--- src/rtl/metadata_counters.sv ---
// HUD game-state counters (timer, lives, bombs, score, level) and game FSM.
// Optional METADATA_EXTRA_LIFE_EN: award one life per 1000-point score crossing.
module metadata_counters #(
  parameter int CLK_FREQ_HZ     = 31500000,
  parameter int TIMER_START_SEC = 180,
  parameter int LIVES_START     = 3,
  parameter int BOMBS_MAX       = 3,
  parameter int LEVEL_MAX       = 3
) (
  input  logic        i_clk,
  input  logic        i_reset,
  input  logic        i_start_game,
  input  logic        i_pause,
  input  logic        i_life_lost,
  input  logic        i_bomb_placed,
  input  logic        i_bomb_returned,
  input  logic        i_score_inc,
  input  logic [3:0]  i_score_amount,
  input  logic        i_level_done,
  output logic [11:0] o_timer_digits,
  output logic [15:0] o_score_digits,
  output logic [3:0]  o_lives,
  output logic [3:0]  o_bombs,
  output logic [3:0]  o_level,
  output logic        o_running,
  output logic        o_game_over,
  output logic        o_game_won,
  output logic        o_sec_tick
);

  // state  | meaning
  // IDLE   | after reset, counters cleared, waiting for start
  // RUN    | game in progress, events and timer active
  // OVER   | lives exhausted, everything frozen
  // WIN    | final level completed, everything frozen
  typedef enum logic [1:0] {S_IDLE, S_RUN, S_OVER, S_WIN} state_t;

  localparam int              PW         = (CLK_FREQ_HZ > 1) ? $clog2(CLK_FREQ_HZ) : 1;
  localparam logic [PW-1:0]   PRESC_TC   = PW'(CLK_FREQ_HZ - 1);
  localparam logic [11:0]     TIMER_BCD  = {4'(TIMER_START_SEC / 100),
                                            4'((TIMER_START_SEC / 10) % 10),
                                            4'(TIMER_START_SEC % 10)};
  localparam logic [3:0]      LIVES_INIT = 4'(LIVES_START);
  localparam logic [3:0]      BOMBS_INIT = 4'(BOMBS_MAX);
  localparam logic [3:0]      LEVEL_LAST = 4'(LEVEL_MAX);

  function automatic logic [11:0] bcd3_dec(input logic [11:0] v);
    logic [11:0] r;
    logic        borrow;
    r      = v;
    borrow = 1'b1;
    for (int i = 0; i < 3; i++) begin
      if (borrow) begin
        if (r[i*4 +: 4] == 4'd0) begin
          r[i*4 +: 4] = 4'd9;
        end else begin
          r[i*4 +: 4] = r[i*4 +: 4] - 4'd1;
          borrow      = 1'b0;
        end
      end
    end
    return r;
  endfunction

  // Carry out of the thousands digit means the true sum exceeded 9999.
  function automatic logic [15:0] bcd4_add(input logic [15:0] v, input logic [3:0] amt);
    logic [15:0] r;
    logic [4:0]  s;
    logic        carry;
    r     = v;
    carry = 1'b0;
    for (int i = 0; i < 4; i++) begin
      s = {1'b0, v[i*4 +: 4]} + {4'd0, carry};
      if (i == 0) s = s + {1'b0, amt};
      if (s > 5'd9) begin
        r[i*4 +: 4] = 4'(s - 5'd10);
        carry       = 1'b1;
      end else begin
        r[i*4 +: 4] = s[3:0];
        carry       = 1'b0;
      end
    end
    if (carry) r = 16'h9999;
    return r;
  endfunction

  state_t        r_state, w_state_nxt;
  logic [PW-1:0] r_presc;
  logic [11:0]   r_timer;
  logic [15:0]   r_score;
  logic [3:0]    r_lives, r_bombs, r_level;
  logic          r_sec_tick, r_running, r_game_over, r_game_won;

  logic          w_in_run, w_presc_tc, w_expire, w_life_evt, w_level_evt, w_win;
  logic          w_extra, w_bomb_reload;
  logic [3:0]    w_amt, w_lives_nxt;
  logic [15:0]   w_score_sum;

  assign w_in_run      = (r_state == S_RUN);
  assign w_presc_tc    = w_in_run && !i_pause && (r_presc == PRESC_TC);
  assign w_expire      = w_presc_tc && (r_timer == 12'h001);
  assign w_level_evt   = w_in_run && i_level_done;
  assign w_win         = w_level_evt && (r_level == LEVEL_LAST);
  assign w_life_evt    = w_in_run && (i_life_lost || w_expire) && !i_level_done;
  assign w_bomb_reload = w_level_evt && !w_win;
  assign w_amt         = (i_score_amount > 4'd9) ? 4'd9 : i_score_amount;
  assign w_score_sum   = bcd4_add(r_score, w_amt);

`ifdef METADATA_EXTRA_LIFE_EN
  assign w_extra = w_in_run && i_score_inc && (w_score_sum[15:12] > r_score[15:12]) &&
                   (r_lives < 4'd9);
`else
  assign w_extra = 1'b0;
`endif

  always_comb begin
    w_lives_nxt = r_lives;
    if (w_life_evt && !w_extra && r_lives != 4'd0) begin
      w_lives_nxt = r_lives - 4'd1;
    end else if (w_extra && !w_life_evt) begin
      w_lives_nxt = r_lives + 4'd1;
    end
  end

  always_comb begin
    w_state_nxt = r_state;
    if (i_start_game) begin
      w_state_nxt = S_RUN;
    end else if (r_state == S_RUN) begin
      if (w_win)                                   w_state_nxt = S_WIN;
      else if (w_life_evt && w_lives_nxt == 4'd0)  w_state_nxt = S_OVER;
    end
  end

  always_ff @(posedge i_clk) begin
    if (i_reset) begin
      r_state     <= S_IDLE;
      r_running   <= 1'b0;
      r_game_over <= 1'b0;
      r_game_won  <= 1'b0;
    end else begin
      r_state     <= w_state_nxt;
      r_running   <= (w_state_nxt == S_RUN);
      r_game_over <= (w_state_nxt == S_OVER);
      r_game_won  <= (w_state_nxt == S_WIN);
    end
  end

  always_ff @(posedge i_clk) begin
    if (i_reset) begin
      r_presc    <= '0;
      r_timer    <= 12'h000;
      r_score    <= 16'h0000;
      r_lives    <= 4'd0;
      r_bombs    <= 4'd0;
      r_level    <= 4'd0;
      r_sec_tick <= 1'b0;
    end else if (i_start_game) begin
      r_presc    <= '0;
      r_timer    <= TIMER_BCD;
      r_score    <= 16'h0000;
      r_lives    <= LIVES_INIT;
      r_bombs    <= BOMBS_INIT;
      r_level    <= 4'd1;
      r_sec_tick <= 1'b0;
    end else if (w_in_run) begin
      r_sec_tick <= 1'b0;
      r_lives    <= w_lives_nxt;
      if (i_score_inc) r_score <= w_score_sum;

      // A winning levelDone freezes timer and prescaler where they are.
      if (w_level_evt) begin
        if (!w_win) begin
          r_level <= r_level + 4'd1;
          r_timer <= TIMER_BCD;
          r_presc <= '0;
        end
      end else if (w_life_evt) begin
        r_timer    <= TIMER_BCD;
        r_presc    <= '0;
        r_sec_tick <= w_expire;
      end else if (!i_pause) begin
        if (w_presc_tc) begin
          r_presc    <= '0;
          r_timer    <= bcd3_dec(r_timer);
          r_sec_tick <= 1'b1;
        end else begin
          r_presc <= r_presc + 1'b1;
        end
      end

      if (w_bomb_reload) begin
        r_bombs <= BOMBS_INIT;
      end else if (i_bomb_placed && !i_bomb_returned && r_bombs != 4'd0) begin
        r_bombs <= r_bombs - 4'd1;
      end else if (i_bomb_returned && !i_bomb_placed && r_bombs < BOMBS_INIT) begin
        r_bombs <= r_bombs + 4'd1;
      end
    end else begin
      r_sec_tick <= 1'b0;
    end
  end

  assign o_timer_digits = r_timer;
  assign o_score_digits = r_score;
  assign o_lives        = r_lives;
  assign o_bombs        = r_bombs;
  assign o_level        = r_level;
  assign o_running      = r_running;
  assign o_game_over    = r_game_over;
  assign o_game_won     = r_game_won;
  assign o_sec_tick     = r_sec_tick;

endmodule

--- config.mk ---
export PLATFORM = sky130hd
export DESIGN_NAME = metadata_counters
export DESIGN_NICKNAME = d
export VERILOG_FILES = /design/src/rtl/metadata_counters.sv
export SDC_FILE = /design/constraint.sdc
export NUM_CORES = 1
export LEC_CHECK = 0
export CORE_MARGIN = 5
export CORE_UTILIZATION = 24
export CTS_CLUSTER_SIZE = 10
export DETAILED_ROUTE_END_ITERATION = 12
export SYNTH_ARGS = -nofsm -noshare
export SYNTH_HDL_FRONTEND = slang
export SYNTH_SLANG_ARGS = --single-unit
--- constraint.sdc ---
create_clock -name i_clk -period 15.6 [get_ports i_clk]
set_input_delay 3.12 -clock i_clk [delete_from_list [all_inputs] [get_ports i_clk]]
set_output_delay 3.12 -clock i_clk [all_outputs]
set_load 0.05 [all_outputs]
Yosys cells after proc, flatten, opt, wreduce, memory -nomap -nowiden
Index checks and enable logic that the tools add are counted.

Register bits after elaboration: 71. Bits of input ports: 13.

Magnitude comparators: 6. Muxes and demuxes: 63. Equality and inequality tests: 12. Bitwise operators: 2. Reduce and logical (&&, ||, !) cells: 49. Add/sub/neg operators: 16.

Operators by type and width (count): 25-bit two-way mux (5); 12-bit two-way mux (5); 4-bit two-way mux (14); 1-bit two-way mux (28); 25-bit by 1-bit adder with 25-bit output, second input constant (1); 25-bit == test, second input constant (1); 4-bit nonzero test (6); 5-bit by 4-bit > comparator with 1-bit output, second input constant (4); 5-bit AND reduction (4); 4-bit by 1-bit subtractor with 4-bit output, second input constant (5); 9-bit two-way mux (2); 4-bit zero test (4); 16-bit two-way mux (1); 2-bit two-way mux (8); 4-bit subtractor, second input constant (4); 4-bit by 1-bit adder with 5-bit output (3); 1-bit logical AND (14); 12-bit by 1-bit == test with 1-bit output, second input constant (1); 3-bit nonzero test (4); 3-bit AND reduction (3); 4-bit by 1-bit adder with 4-bit output, second input constant (2); 2-bit AND reduction (3); 4-bit by 4-bit adder with 5-bit output (1); 1-bit zero test (5); 15 further kinds (20).

Longest topological paths before layout
Depth after elaboration: 27. Depth in mapped cells: 26. Mapped depth without buffers: 26.

Worst setup path before layout
Ideal clock, no wire load.

Path type: in2reg. Start point: input port i_score_amount[2]. End point: register r_score[2] (netlist: o_score_digits[2]). Stages: 23. Path buffers: 0. Arrival time: 8.089 ns. Required time: 15.483 ns. Slack: 7.393 ns. Path through: o21ai_0 > nand2b_1 > ha_1 > inv_1 > fa_1 > xor2_1 > and2_1 > o21ai_0 > ha_1 > ha_1 > nand2_1 > o21a_1 > o22a_1 > ha_1 > ha_1 > o21a_1 > o22a_1 > ha_1 > ha_1 > o211ai_1 > a221oi_1 > nor3_1 > a32o_1.

Cells in the longest elaborated chain, start to end: 15. Elaborated cells on any way between the ends: 17. Those cells by class: add/sub: 5; order compare: 5; mux: 7.

Ends and longest elaborated chain: start, declared (line 18) `input logic [3:0] i_score_amount,`; 4-bit > comparator (line 106) `assign w_amt = (i_score_amount > 4'd9) ? 4'd9 : i_score_amount;`; 4-bit two-way mux * (line 106); 4-bit by 4-bit adder with 5-bit output * (line 74) `if (i == 0) s = s + {1'b0, amt};`; 5-bit by 4-bit > comparator with 1-bit output (line 75) `if (s > 5'd9) begin`; 1-bit two-way mux (line 75); 4-bit by 1-bit adder with 5-bit output (line 73) `s = {1'b0, v[i*4 +: 4]} + {4'd0, carry};`; 5-bit by 4-bit > comparator with 1-bit output (line 75); 1-bit two-way mux (line 75); 4-bit by 1-bit adder with 5-bit output (line 73); 5-bit by 4-bit > comparator with 1-bit output (line 75); 1-bit two-way mux (line 75); 4-bit by 1-bit adder with 5-bit output (line 73); 5-bit by 4-bit > comparator with 1-bit output (line 75); 1-bit two-way mux (line 75); 16-bit two-way mux * (line 83) `if (carry) r = 16'h9999;`; end signal, assigned (line 169) `if (i_score_inc) r_score <= w_score_sum;`; end, declared (line 90) `logic [15:0] r_score;`.

Mark *: on every way between the ends. The rest lies on a longest branch, timed or not. A chain may end at the register's enable or synchronous reset.

Final worst setup path
Start point: input port i_score_amount[3]. End point: register r_score[5] (netlist: o_score_digits[5]).

Cells in the longest elaborated chain, start to end: 15. Elaborated cells on any way between the ends: 17. Those cells by class: add/sub: 5; order compare: 5; mux: 7.

Ends and longest elaborated chain (line): 4-bit > comparator (106); 4-bit two-way mux * (106); 4-bit by 4-bit adder with 5-bit output * (74); 5-bit by 4-bit > comparator with 1-bit output * (75); 1-bit two-way mux * (75); 4-bit by 1-bit adder with 5-bit output * (73); 5-bit by 4-bit > comparator with 1-bit output (75); 1-bit two-way mux (75); 4-bit by 1-bit adder with 5-bit output (73); 5-bit by 4-bit > comparator with 1-bit output (75); 1-bit two-way mux (75); 4-bit by 1-bit adder with 5-bit output (73); 5-bit by 4-bit > comparator with 1-bit output (75); 1-bit two-way mux (75); 16-bit two-way mux * (83).

Marks and branches as above.

==> out/metrics.yaml <==
status: "finished clean"
synth_fp_nets: 538
hpwlAfterDp_um: 7950
maxSlewHeadroom_pct: 37.8
finalHoldViolations: 0
r2r_setup_slack_ns: 10.01
coreArea_sq_mm: 0.0172
worstSkewPairLatency_ns: 0.34
gr-total-overflow: 0
grt_pass1_vias: 3423
area_delta_synth_final_pct: 25.7
gp_congestion: 0.807
hp-start: "r_presc[1]"
netlist.area_leader.share_pct: 33.9
holdBufCountCts: 0
cp.arrival_ns: 8.96
grt_start_max_net_pins: 26
critical_path_class: "in2reg"
ys_seq_elements: 71
antenna_found_initial: 0
h-tree-depth: 3
min_period_ns: 8.68
skew_ns: 0.0106
synth_area_leaders: "dfxtp_1 (34%), ha_1 (6.6%), nor2_1 (5.5%), xor2_1 (4.4%), xnor2_1 (4.0%)"
worstSetupEndpointType: "flip-flop"
post_drt_wl_per_cell_um: 14.1
ctsResizeCount: 0
wirelength_um: 10900
synthFlopType: "dfxtp_1"
layout_commonest_cell: "dfxtp_1"
timing.hold.ws_ns: 0.477
final_antenna_net_count: 0
finalInstanceArea_sq_mm: 0.00526
maxCapViolations: 0
die-area_sq_mm: 0.0202
min_to: "r_presc[1]"
worstReg2RegStart: "o_score_digits[0]"
mappedNetlistArea_sq_mm: 0.00419
drt-initial-drc-count: 250
slowest_stage: "nor3_1"
p_leak_nw: 1.89
grt_pass1_wl_um: 17900
cp-start-kind: "primary input"
path_clk_slew_ns: 0.05
dieHeight_um: 142
num_vias: 3771
cts_root_buf: "clkbuf_16"
placed_area_sq_mm: 0.00494
io_pins: 57
cts_setup_buffers: 0
netlist_instances: 501
fin_total_pwr_w: 0.000465
syn_area_per_cell_sq_um: 8.36
netlist.top_cell.by_area: "dfxtp_1"
fin_util_pct: 30.5
diodes: 0
via_per_inst: 4.85
min_path_cells: 2
rsz0062_at_grt: "false"
drive_above_1_share_pct: 6.15
slew_violations: 0
irDropWorstVdd_mv: 0.0580
synth-edff-count: 0
num_rows: 48
die_x_um: 142
crit_path_max_incr_delay_ns: 0.53
yosys_warnings: 0
yosysSeqAreaShare_pct: 33.9
final_cell_mix: "dfxtp_1 (71), nor2_1 (61), clkdlybuf4s50_1 (56), nand2_1 (33), a21oi_1 (32)"
timing.fmax_mhz: 115
crit_required_ns: 15.88
final.setup.tns_ns: 0
rr_worst_depth: 22
min_path_type: "reg2reg"
numCtsBuffers: 9
clock_path_buffers: 2
fin_crit_sh_pct: 55.6
synthArstFlopShare_pct: 0
worst_slew_pin_slew_ns: 0.930
firstDrtPassIters: 4
setup_viol: 0
worstReg2RegEnd: "o_score_digits[5]"
io_buffers: 56
p_per_area_mw_per_mm2: 88.3
worstPathMaxFanout: 8
grt_usage_pct: 11.1
fin_nets: 585
initial_core_util_pct: 24.3
cts_tree: "built"
cts.sinks: 71
drc: 0
critPathMostFrequentCell: "ha_1"
yosysUniqueCellTypes: 65
## per-layer routing
| metal | vias up | global-route usage [%] | routed length (um) |
|---|---|---|---|
| met5 | - | 0 | 0 |
| met3 | 11 | 4.40 | 832 |
| met4 | 0 | 3.79 | 158 |
| met2 | 95 | 16.5 | 4780 |
| li1 | 1910 | - | - |
| met1 | 1755 | 14.8 | 5170 |
## sequential cells by signal, summed over array words and instances (netlist names)
name and cells:
o_score_digits 16, o_game_over 1, r_presc 25, o_level 4, o_game_won 1, o_sec_tick 1
o_bombs 4, o_lives 4, o_timer_digits 12, o_running 1, r_state 2
## cell type report
cell class                      instances  area (sq um)
Clock inverter                          6          83.8
Fill cell                            1804         12000
Tap cell                              225           282
Inverter                               23          86.3
Clock buffer                           10           239
Multi-Input combinational cell        385          2570
Sequential cell                        71          1420
Timing Repair Buffer                   58           576
## critical path, delay by kind of cell
| kind | cells | cell delay (ns) |
|---|---|---|
| compound gates | 8 | 1.66 |
| xor+xnor | 1 | 0.21 |
| fa+ha+maj | 8 | 2.08 |
| buf+inv | 3 | 0.73 |
| simple gates | 5 | 1.16 |
## worst max path at each step
stage	startpoint	endpoint	cells past startpoint
6_report	i_score_amount[3]	o_score_digits[5]	25
3_5_place_dp	i_score_amount[3]	o_score_digits[6]	24
2_1_floorplan	i_score_amount[2]	o_score_digits[2]	23
5_1_grt	i_score_amount[3]	o_score_digits[5]	24
3_3_place_gp	i_score_amount[3]	o_score_digits[2]	24
4_1_cts	i_score_amount[3]	o_score_digits[6]	24
## power by group
part,internal (W),switching (W)
sequential,0.000184,0.00000418
clock,0.000144,0.0000786
combinational,0.0000199,0.0000342
total,0.000348,0.000117
## Yosys cell counts (2+ instances only)
master     count
o211ai_1       2
o22ai_1        3
a21o_1         4
a211oi_1       3
ha_1          22
o21a_1         2
nand4_1       10
xnor2_1       19
nand2_1       33
inv_1         23
nor2b_1        2
mux2i_1        9
nor3_1        23
fa_1           2
a31oi_1        3
xor2_1        21
or3_1          2
and3_1         5
buf_2          3
or4_1          2
nor2_1        61
nor3b_1        4
nand2b_1       7
dfxtp_1       71
clkbuf_1      15
and2_1         3
and4_1         3
a32o_1         7
a21oi_1       32
nand3_1       22
nor4b_1        6
nor3b_2        2
o21ai_0       25
a2111oi_0      5
buf_4          3
nor4_1         6
a221oi_1       2
nor4_4         3
o22a_1         2
o31ai_1        4
## through the flow
step | setup WS [ns] | std cells
after floorplan | 7.39 | 501
after global placement | 6.76 | 762
after detailed placement | 6.60 | 762
after CTS | 6.95 | 778
after global routing | 6.47 | 778
final | 6.92 | 778
## cells by family after synthesis
family / after synthesis / synth area share [%]
xor+xnor: 40 / 8.37
buf+inv: 45 / 4.57
simple gates: 206 / 26.7
fa+ha+maj: 24 / 7.53
mux: 10 / 2.42
compound gates: 105 / 16.5
flops: 71 / 33.9
Note: power is estimated with default switching activity, not from simulation.
